### src/rtl/cnt162_down.sv
// ----------------------------------------------------------------------------
// cnt162_down
//   Synchronous cascadable down-counter of DIGITS 4-bit digits. It is the
//   decrementing partner of the CM162 up-count slice. It supports
//   synchronous clear, synchronous parallel load and enable-gated counting.
//   A combinational borrow output (bo) chains instances together.
//
// Configuration macro:
//   CNT162_DOWN_DECADE_EN
//     defined   : BCD digits (max 9); loaded digits above 9 saturate to 9.
//     undefined : binary digits (max 15); loaded values pass through as-is.
//
// Ports:
//   clk   in   rising-edge clock
//   rst_n in   asynchronous active-low reset (q = 0, wrap = 0)
//   clr   in   synchronous clear, highest priority
//   ld    in   synchronous parallel load, second priority
//   din   in   load value, 4*DIGITS bits, digit 0 in [3:0]
//   enp   in   parallel count enable (gates counting only)
//   ent   in   trickle count enable (gates counting and bo)
//   q     out  registered count
//   bo    out  combinational borrow: ent & (q == 0)
//   wrap  out  one-cycle pulse, coincident with q showing the wrapped value
// ----------------------------------------------------------------------------
module cnt162_down #(
   parameter int DIGITS = 2
) (
   input  logic                  clk,
   input  logic                  rst_n,
   input  logic                  clr,
   input  logic                  ld,
   input  logic [4*DIGITS-1:0]   din,
   input  logic                  enp,
   input  logic                  ent,
   output logic [4*DIGITS-1:0]   q,
   output logic                  bo,
   output logic                  wrap
);

   localparam int W = 4 * DIGITS;

`ifdef CNT162_DOWN_DECADE_EN
   localparam logic [3:0] DMAX = 4'd9;
`else
   localparam logic [3:0] DMAX = 4'd15;
`endif

   // Per-digit load legalisation.
   function automatic logic [3:0] sat_digit(input logic [3:0] d);
`ifdef CNT162_DOWN_DECADE_EN
      return (d > DMAX) ? DMAX : d;
`else
      return d;
`endif
   endfunction

   logic [W-1:0] cnt_p1;
   logic         wrap_p1;

   logic [W-1:0] dec_p0;
   logic [W-1:0] ld_p0;
   logic         borrow_p0;
   logic         all_zero_p0;
   logic         cnt_en_p0;

   // Stage p0: combinational next-value candidates from the current count.
   always_comb begin
      dec_p0    = cnt_p1;
      ld_p0     = '0;
      borrow_p0 = 1'b1;
      for (int k = 0; k < DIGITS; k++) begin
         ld_p0[4*k +: 4] = sat_digit(din[4*k +: 4]);
         // A digit moves only when every lower digit was zero.
         if (borrow_p0) begin
            dec_p0[4*k +: 4] = (cnt_p1[4*k +: 4] == 4'd0) ? DMAX
                                                         : cnt_p1[4*k +: 4] - 4'd1;
         end
         borrow_p0 = borrow_p0 & (cnt_p1[4*k +: 4] == 4'd0);
      end
   end

   assign all_zero_p0 = (cnt_p1 == '0);
   assign cnt_en_p0   = enp & ent;

   // Stage p1: registered count and wrap pulse.
   always_ff @(posedge clk or negedge rst_n) begin
      if (!rst_n) begin
         cnt_p1  <= '0;
         wrap_p1 <= 1'b0;
      end else if (clr) begin
         cnt_p1  <= '0;
         wrap_p1 <= 1'b0;
      end else if (ld) begin
         cnt_p1  <= ld_p0;
         wrap_p1 <= 1'b0;
      end else if (cnt_en_p0) begin
         cnt_p1  <= dec_p0;
         wrap_p1 <= all_zero_p0;
      end else begin
         wrap_p1 <= 1'b0;
      end
   end

   assign q    = cnt_p1;
   assign wrap = wrap_p1;
   // bo ignores enp so a borrow can ripple through a cascade while paused.
   assign bo   = ent & all_zero_p0;

endmodule
### config.mk
export PLATFORM = sky130hd
export DESIGN_NAME = cnt162_down
export DESIGN_NICKNAME = d
export VERILOG_FILES = /design/src/rtl/cnt162_down.sv
export SDC_FILE = /design/constraint.sdc
export NUM_CORES = 1
export LEC_CHECK = 0
export BUFFER_PORTS_ARGS = -buffer_cell sky130_fd_sc_hd__buf_2
export CAP_MARGIN = 20
export CORE_ASPECT_RATIO = 0.8
export CORE_UTILIZATION = 30
export CTS_CLUSTER_SIZE = 20
export DETAILED_ROUTE_END_ITERATION = 6
export PLACE_DENSITY_LB_ADDON = 0.1
export SYNTH_ARGS = -nofsm -noshare
export SYNTH_HDL_FRONTEND = slang
export SYNTH_SLANG_ARGS = --single-unit
### constraint.sdc
create_clock -name clk -period 1.65 [get_ports clk]
set_input_delay 0 -clock clk [delete_from_list [all_inputs] [get_ports clk]]
set_output_delay 0 -clock clk [all_outputs]
set_load 0.02 [all_outputs]
==> results of run 1 <==
==> where the power goes <==
part / switching (mW) / total (mW) / internal, mW
Sequential: 0.0126 / 0.249 / 0.236
Clock: 0.0738 / 0.167 / 0.0930
Combinational: 0.115 / 0.226 / 0.111
Total: 0.201 / 0.641 / 0.440
==> cells by family (layout without fill, tap and decap cells) <==
kind of cell    Yosys count  count (layout)
buf+inv                  13              52
mux                       3               3
xor+xnor                  1               1
fa+ha+maj                 3               3
compound gates           14              14
flops                     9               9
simple gates             25              25
==> metrics by stage <==
stage	hold slack [ns]	TNS (ns)	total power [mW]	cells
after detailed placement	-0.128	-0.0256	0.421	115
after floorplan	-0.296	0	0.358	68
after global placement	-0.133	0	0.419	115
after CTS	0.00316	0	0.620	127
final	0.0235	0	0.641	131
after global routing	0.0174	-0.00862	0.693	131
==> registers in the layout (all words and copies together), names as in the netlist <==
name / flops
q: 8
wrap: 1
==> cells in the final DEF, fill, tap and decap left out, drive strengths merged, types with 2 or more instances in the layout <==
cell type	Yosys	layout
a2111oi	2	2
a211oi	2	2
a21oi	5	5
and4b	2	2
buf	2	32
clkbuf	1	4
dfrtp	9	9
dlygate4sd3	0	6
ha	3	3
inv	10	10
mux2i	3	3
nand2	4	4
nor2	6	6
nor3	4	4
o21ai	2	2
==> critical path, cell delays in order, from the launching register on <==
cell and delay [ns]:
dfrtp_1 0.38, inv_1 0.08, ha_2 0.21, nand2b_4 0.07
or3_4 0.35, nor2_4 0.12, buf_6 0.12
==> area by class of cell <==
type	instances	area [µm²]
fill	188	931
tap	24	30.0
inverter	10	37.5
multi-input combinational	46	368
sequential	9	225
clock buffer	4	26.3
timing repair buffer	38	256
==> repair_timing <==
| item | 4_1_cts | 5_1_grt |
|---|---|---|
| buffers inserted | 3 | 3 |
| pin swaps | 1 | 8 |
| endpoints found under the hold margin | 13 | 1 |
| gates resized for setup | 7 | 11 |
| endpoints found under the setup margin | 3 | 5 |
| hold buffers | 5 | 1 |
==> metal layers <==
layer  wire length [µm]  vias up
met5                  0        -
met4                 23        0
met3                 66        4
met2                629       18
met1                786      278
li1                   -      320
==> final timing paths <==
kind / to / slack, ns / cells after the start / startpoint
setup / recovery: bo / 0.06 / 6 / q[1]
hold / removal: q[1] / 0.02 / 3 / din[1]
setup reg to reg: q[4] / 0.11 / 6 / q[1]
hold reg to reg: q[7] / 0.60 / 1 / q[7]
max in group asynchronous: q[4] / 1.34 / 2 / rst_n
min in group asynchronous: q[7] / 0.12 / 2 / rst_n
==> impl_metrics.json, run 1 <==
{
  "yosysWarnings": 0,
  "antenna_cells": 0,
  "syn_to_final_growth_pct": 57.4,
  "synth_area_leaders": "dfrtp_1, ha_1, inv_1, mux2i_1, a21oi_1",
  "post_drt_wl_per_cell_um": 11.5,
  "synth_fa_ha_area_share_pct": 6.26,
  "slew_headroom_pct": 76.6,
  "htreeDepth": 1,
  "grt_pass1_vias": 552,
  "worst_pin_slew_ns": 0.351,
  "grt_pass1_wl_um": 2530,
  "cts_inserted_buffers": 3,
  "max-cap-violations": 0,
  "clk_path_buf_depth": 2,
  "portBuffers": 23,
  "synth_edf_count": 0,
  "startpoint_type": "flip-flop",
  "vias": 620,
  "use_met1_pct": 22.9,
  "synthSimpleGateAreaFrac_pct": 25.9,
  "path_clk_slew_ns": 0.06,
  "cp_max_fo": 3,
  "finalCritPeriodShare_pct": 96.1,
  "grt_max_degree": 20,
  "placed_area_um2": 756,
  "start_util_pct": 32.0,
  "synth_common_cells": "inv_1, dfrtp_1, nor2_1",
  "rows": 14,
  "vdd_drop_max_uv": 438,
  "yosysMostFrequentCell": "inv_1",
  "gp_congestion": 0.723,
  "use_met2_pct": 21.0,
  "period_minus_slack_ns": 1.59,
  "synth-async-reset-ratio_pct": 100,
  "wl_um": 1510,
  "postLayoutCellArea_um2": 943,
  "setup_violations": 0,
  "seq_area_frac_synth_pct": 37.6,
  "layout-drive-gt1-share_pct": 42.1,
  "end_kind": "output port",
  "drc": 0,
  "core_um2": 1870,
  "min_path_type": "in2reg",
  "top_usage_layer": "met1",
  "cellLeakagePower_nw": 0.480,
  "utilization_pct": 50.3,
  "grt.total_usage_pct": 15.9,
  "cts_tree": "yes",
  "synthCells": 68,
  "hold_violations": 0,
  "met3_usage_pct": 5.43,
  "dieArea_um2": 2180,
  "dp_hpwl_um": 1040,
  "synth_top_cell_by_area": "dfrtp_1",
  "clock_latency_ns": 0.26,
  "synth_compound_area_share_pct": 15.7,
  "cts.sinks": 9,
  "avgSynthCellArea_um2": 8.81,
  "clockRootBuffer": "clkbuf_4",
  "antenna_found_initial": 0,
  "status": "finished clean",
  "synth-xor-area-share_pct": 1.46,
  "critPathArrivalTime_ns": 1.59,
  "synth_top_area_share_pct": 37.6,
  "setup_ws_ns": 0.0639,
  "synth_nets": 85,
  "drt_pass1_iterations": 4,
  "synthDistinctLibCells": 28,
  "p_per_area_nw_per_um2": 679,
  "required_ns": 1.65,
  "antenna_left": 0,
  "synth-seq-cells": 9,
  "viasPerCell": 4.73,
  "synth_top_family_by_area": "simple AND/OR/NAND/NOR gates",
  "crit_type": "reg2out",
  "finClkSkew_ns": 0.00367,
  "synthesis.area_um2": 599,
  "dp_slack_ns": -0.0256,
  "ios": 24,
  "muxShareOfSynthArea_pct": 5.01,
  "overflow": 0,
  "ys.flop_type": "dfrtp_1",
  "drv_slew": 0,
  "rsz0062_at_grt": "yes",
  "drtIter0Drc": 3,
  "die_h_um": 42.0,
  "final_nets": 125,
  "max_freq_mhz": 630,
  "die_w_um": 52.0
}
(Power assumes the default switching activity.)
==> inputs of run 2 (changes only) <==
- REMOVE_ABC_BUFFERS: default -> 1
==> run 2 against run 1 <==
Global-route usage down 0.84 points. Clock skew is 0.0035 ns lower. Flip-flop and latch count unchanged. Wire length fell by 4.4%. Critical path depth stayed put. Combinational power decreased by 9.3%. Clock-buffer cell count unchanged. Largest cell class unchanged. Highest routed layer is now met3.
==> impl_metrics.json, run 2 (synthesis gave the netlist of run 1 again) <==
{
  "p_per_area_nw_per_um2": 688,
  "dp_cells": 115,
  "grt_max_degree": 20,
  "critPathArrivalTime_ns": 1.56,
  "postLayoutCellArea_um2": 902,
  "setup_violations": 0,
  "portBuffers": 23,
  "path_cells": "inv_2 -> ha_4 -> nand2_1 -> or3_4 -> nor2_1 -> buf_4",
  "syn_to_final_growth_pct": 50.5,
  "grt_pass1_vias": 526,
  "clockPowerShare_pct": 26.9,
  "drtIter0Drc": 12,
  "met2_length_um": 651,
  "swShare_pct": 31.2,
  "die_h_um": 42.0,
  "finClkSkew_ns": 0.000163,
  "cellLeakagePower_nw": 0.463,
  "finalCritPeriodShare_pct": 94.8,
  "slowest_delay_ns": 0.41,
  "power_frac_seq_pct": 40.1,
  "overflow": 0,
  "cts.sinks": 9,
  "grt.total_usage_pct": 15.0,
  "crit_type": "reg2out",
  "final_nets": 122,
  "post_drt_wl_per_cell_um": 11.3,
  "regArea_um2": 225,
  "cp_top_family": "simple AND/OR/NAND/NOR gates",
  "fillers": 201,
  "cts_tree": "yes",
  "hold_violations": 0,
  "clockRootBuffer": "clkbuf_4",
  "path_clk_slew_ns": 0.06,
  "clk_path_buf_depth": 2,
  "core_um2": 1870,
  "drv_slew": 0,
  "antenna_left": 0,
  "dp_hpwl_um": 1040,
  "end_kind": "output port",
  "critPathBufInv": 2,
  "grt_pass1_wl_um": 2350,
  "vias": 602,
  "top_layer_used": "met3",
  "start_util_pct": 32.0,
  "period_minus_slack_ns": 1.56,
  "wl_met1_um": 655,
  "dieArea_um2": 2180,
  "multi_input_area_um2": 357,
  "largest_reg_flops": 8,
  "slew_headroom_pct": 76.9,
  "htreeDepth": 1,
  "ios": 24,
  "rsz0062_at_grt": "no",
  "mostFrequentLayoutCell": "buf_2",
  "mostFrequentLayoutCells": "buf_2, dfrtp_1, inv_1",
  "die_w_um": 52.0,
  "drc": 0,
  "clock_latency_ns": 0.25,
  "antenna_cells": 0,
  "combPwrFrac_pct": 33.0,
  "max-cap-violations": 0,
  "vdd_drop_max_uv": 402,
  "layout-drive-gt1-share_pct": 38.5,
  "cp_max_fo": 4,
  "placed_area_um2": 756,
  "viasPerCell": 4.70,
  "switching_power_uw": 194,
  "p_int_uw": 427,
  "gp_congestion": 0.731,
  "route.met3.wl_um": 133,
  "worst_pin_slew_ns": 0.338,
  "max_freq_mhz": 639,
  "required_ns": 1.65,
  "drt_pass1_iterations": 4,
  "status": "finished clean",
  "min_path_type": "in2reg",
  "cts_inserted_buffers": 3,
  "slowest_stage": "dfrtp_1",
  "startpoint_type": "flip-flop",
  "wl_um": 1440,
  "finalNonFillerCells": 128,
  "antenna_found_initial": 0,
  "rows": 14
}
run 2: changes by cell type in the layout (fill, tap and decap cells not counted), sizes merged:
| cell | previous run | this run |
|---|---|---|
| buf | 32 | 29 |
run 2: metrics by stage:
stage | util [%] | setup slack (ns) | TNS, ns | hold slack (ns) | total power, mW
6_report | 48.1 | 0.0853 | 0 | 0.0230 | 0.621
5_1_grt | 48.1 | 0.00665 | 0 | 0.0458 | 0.669
4_1_cts | 46.6 | 0.0152 | 0 | 0.0143 | 0.615
3_5_place_dp | 40.3 | -0.00666 | -0.00666 | -0.132 | 0.421
3_3_place_gp | 40.3 | 0.0629 | 0 | -0.132 | 0.419
2_1_floorplan | - | 0.0383 | 0 | -0.296 | 0.350
run 2: power by group through the flow:
stage	Combinational [mW]	Sequential (mW)	Clock, mW
finish	0.205	0.249	0.167
global route	0.229	0.251	0.190
CTS	0.193	0.247	0.174
detailed placement	0.168	0.253	0
global placement	0.166	0.253	0
floorplan	0.0759	0.274	0
run 2: worst paths after layout:
check,startpoint,end,slack [ns],cells past startpoint
worst max-delay path,q[4],bo,0.09,6
worst min-delay path,din[1],q[1],0.02,3
worst max register to register,q[4],q[7],0.13,5
worst min register to register,q[7],q[7],0.60,1
max in group asynchronous,rst_n,q[5],1.35,2
min in group asynchronous,rst_n,wrap,0.12,2
run 2: final cells by class:
| type | count | share of cell area (%) |
|---|---|---|
| repair buffers | 35 | 25.1 |
| well taps | 24 | 3.33 |
| inverters | 10 | 4.16 |
| flip-flops and latches | 9 | 25.0 |
| clock buffers | 4 | 2.91 |
| multi-input cells | 46 | 39.5 |
run 2: worst min-delay path, stage by stage:
cell	delay (ns)
buf_2	0.09
nor2b_1	0.09
nor3_1	0.05
run 2: routing by layer:
layer  track usage (%)  vias up
met1              19.6      271
met4              1.62        0
li1                  -      312
met5                 0        -
met2              23.3       19
met3              6.88        0
run 2: what timing repair did:
item,4_1_cts,5_1_grt
pin swaps,3,5
buffers inserted,3,0
setup endpoints to repair,2,5
hold buffers,6,0
endpoints found under the hold margin,14,0
gates resized for setup,5,7
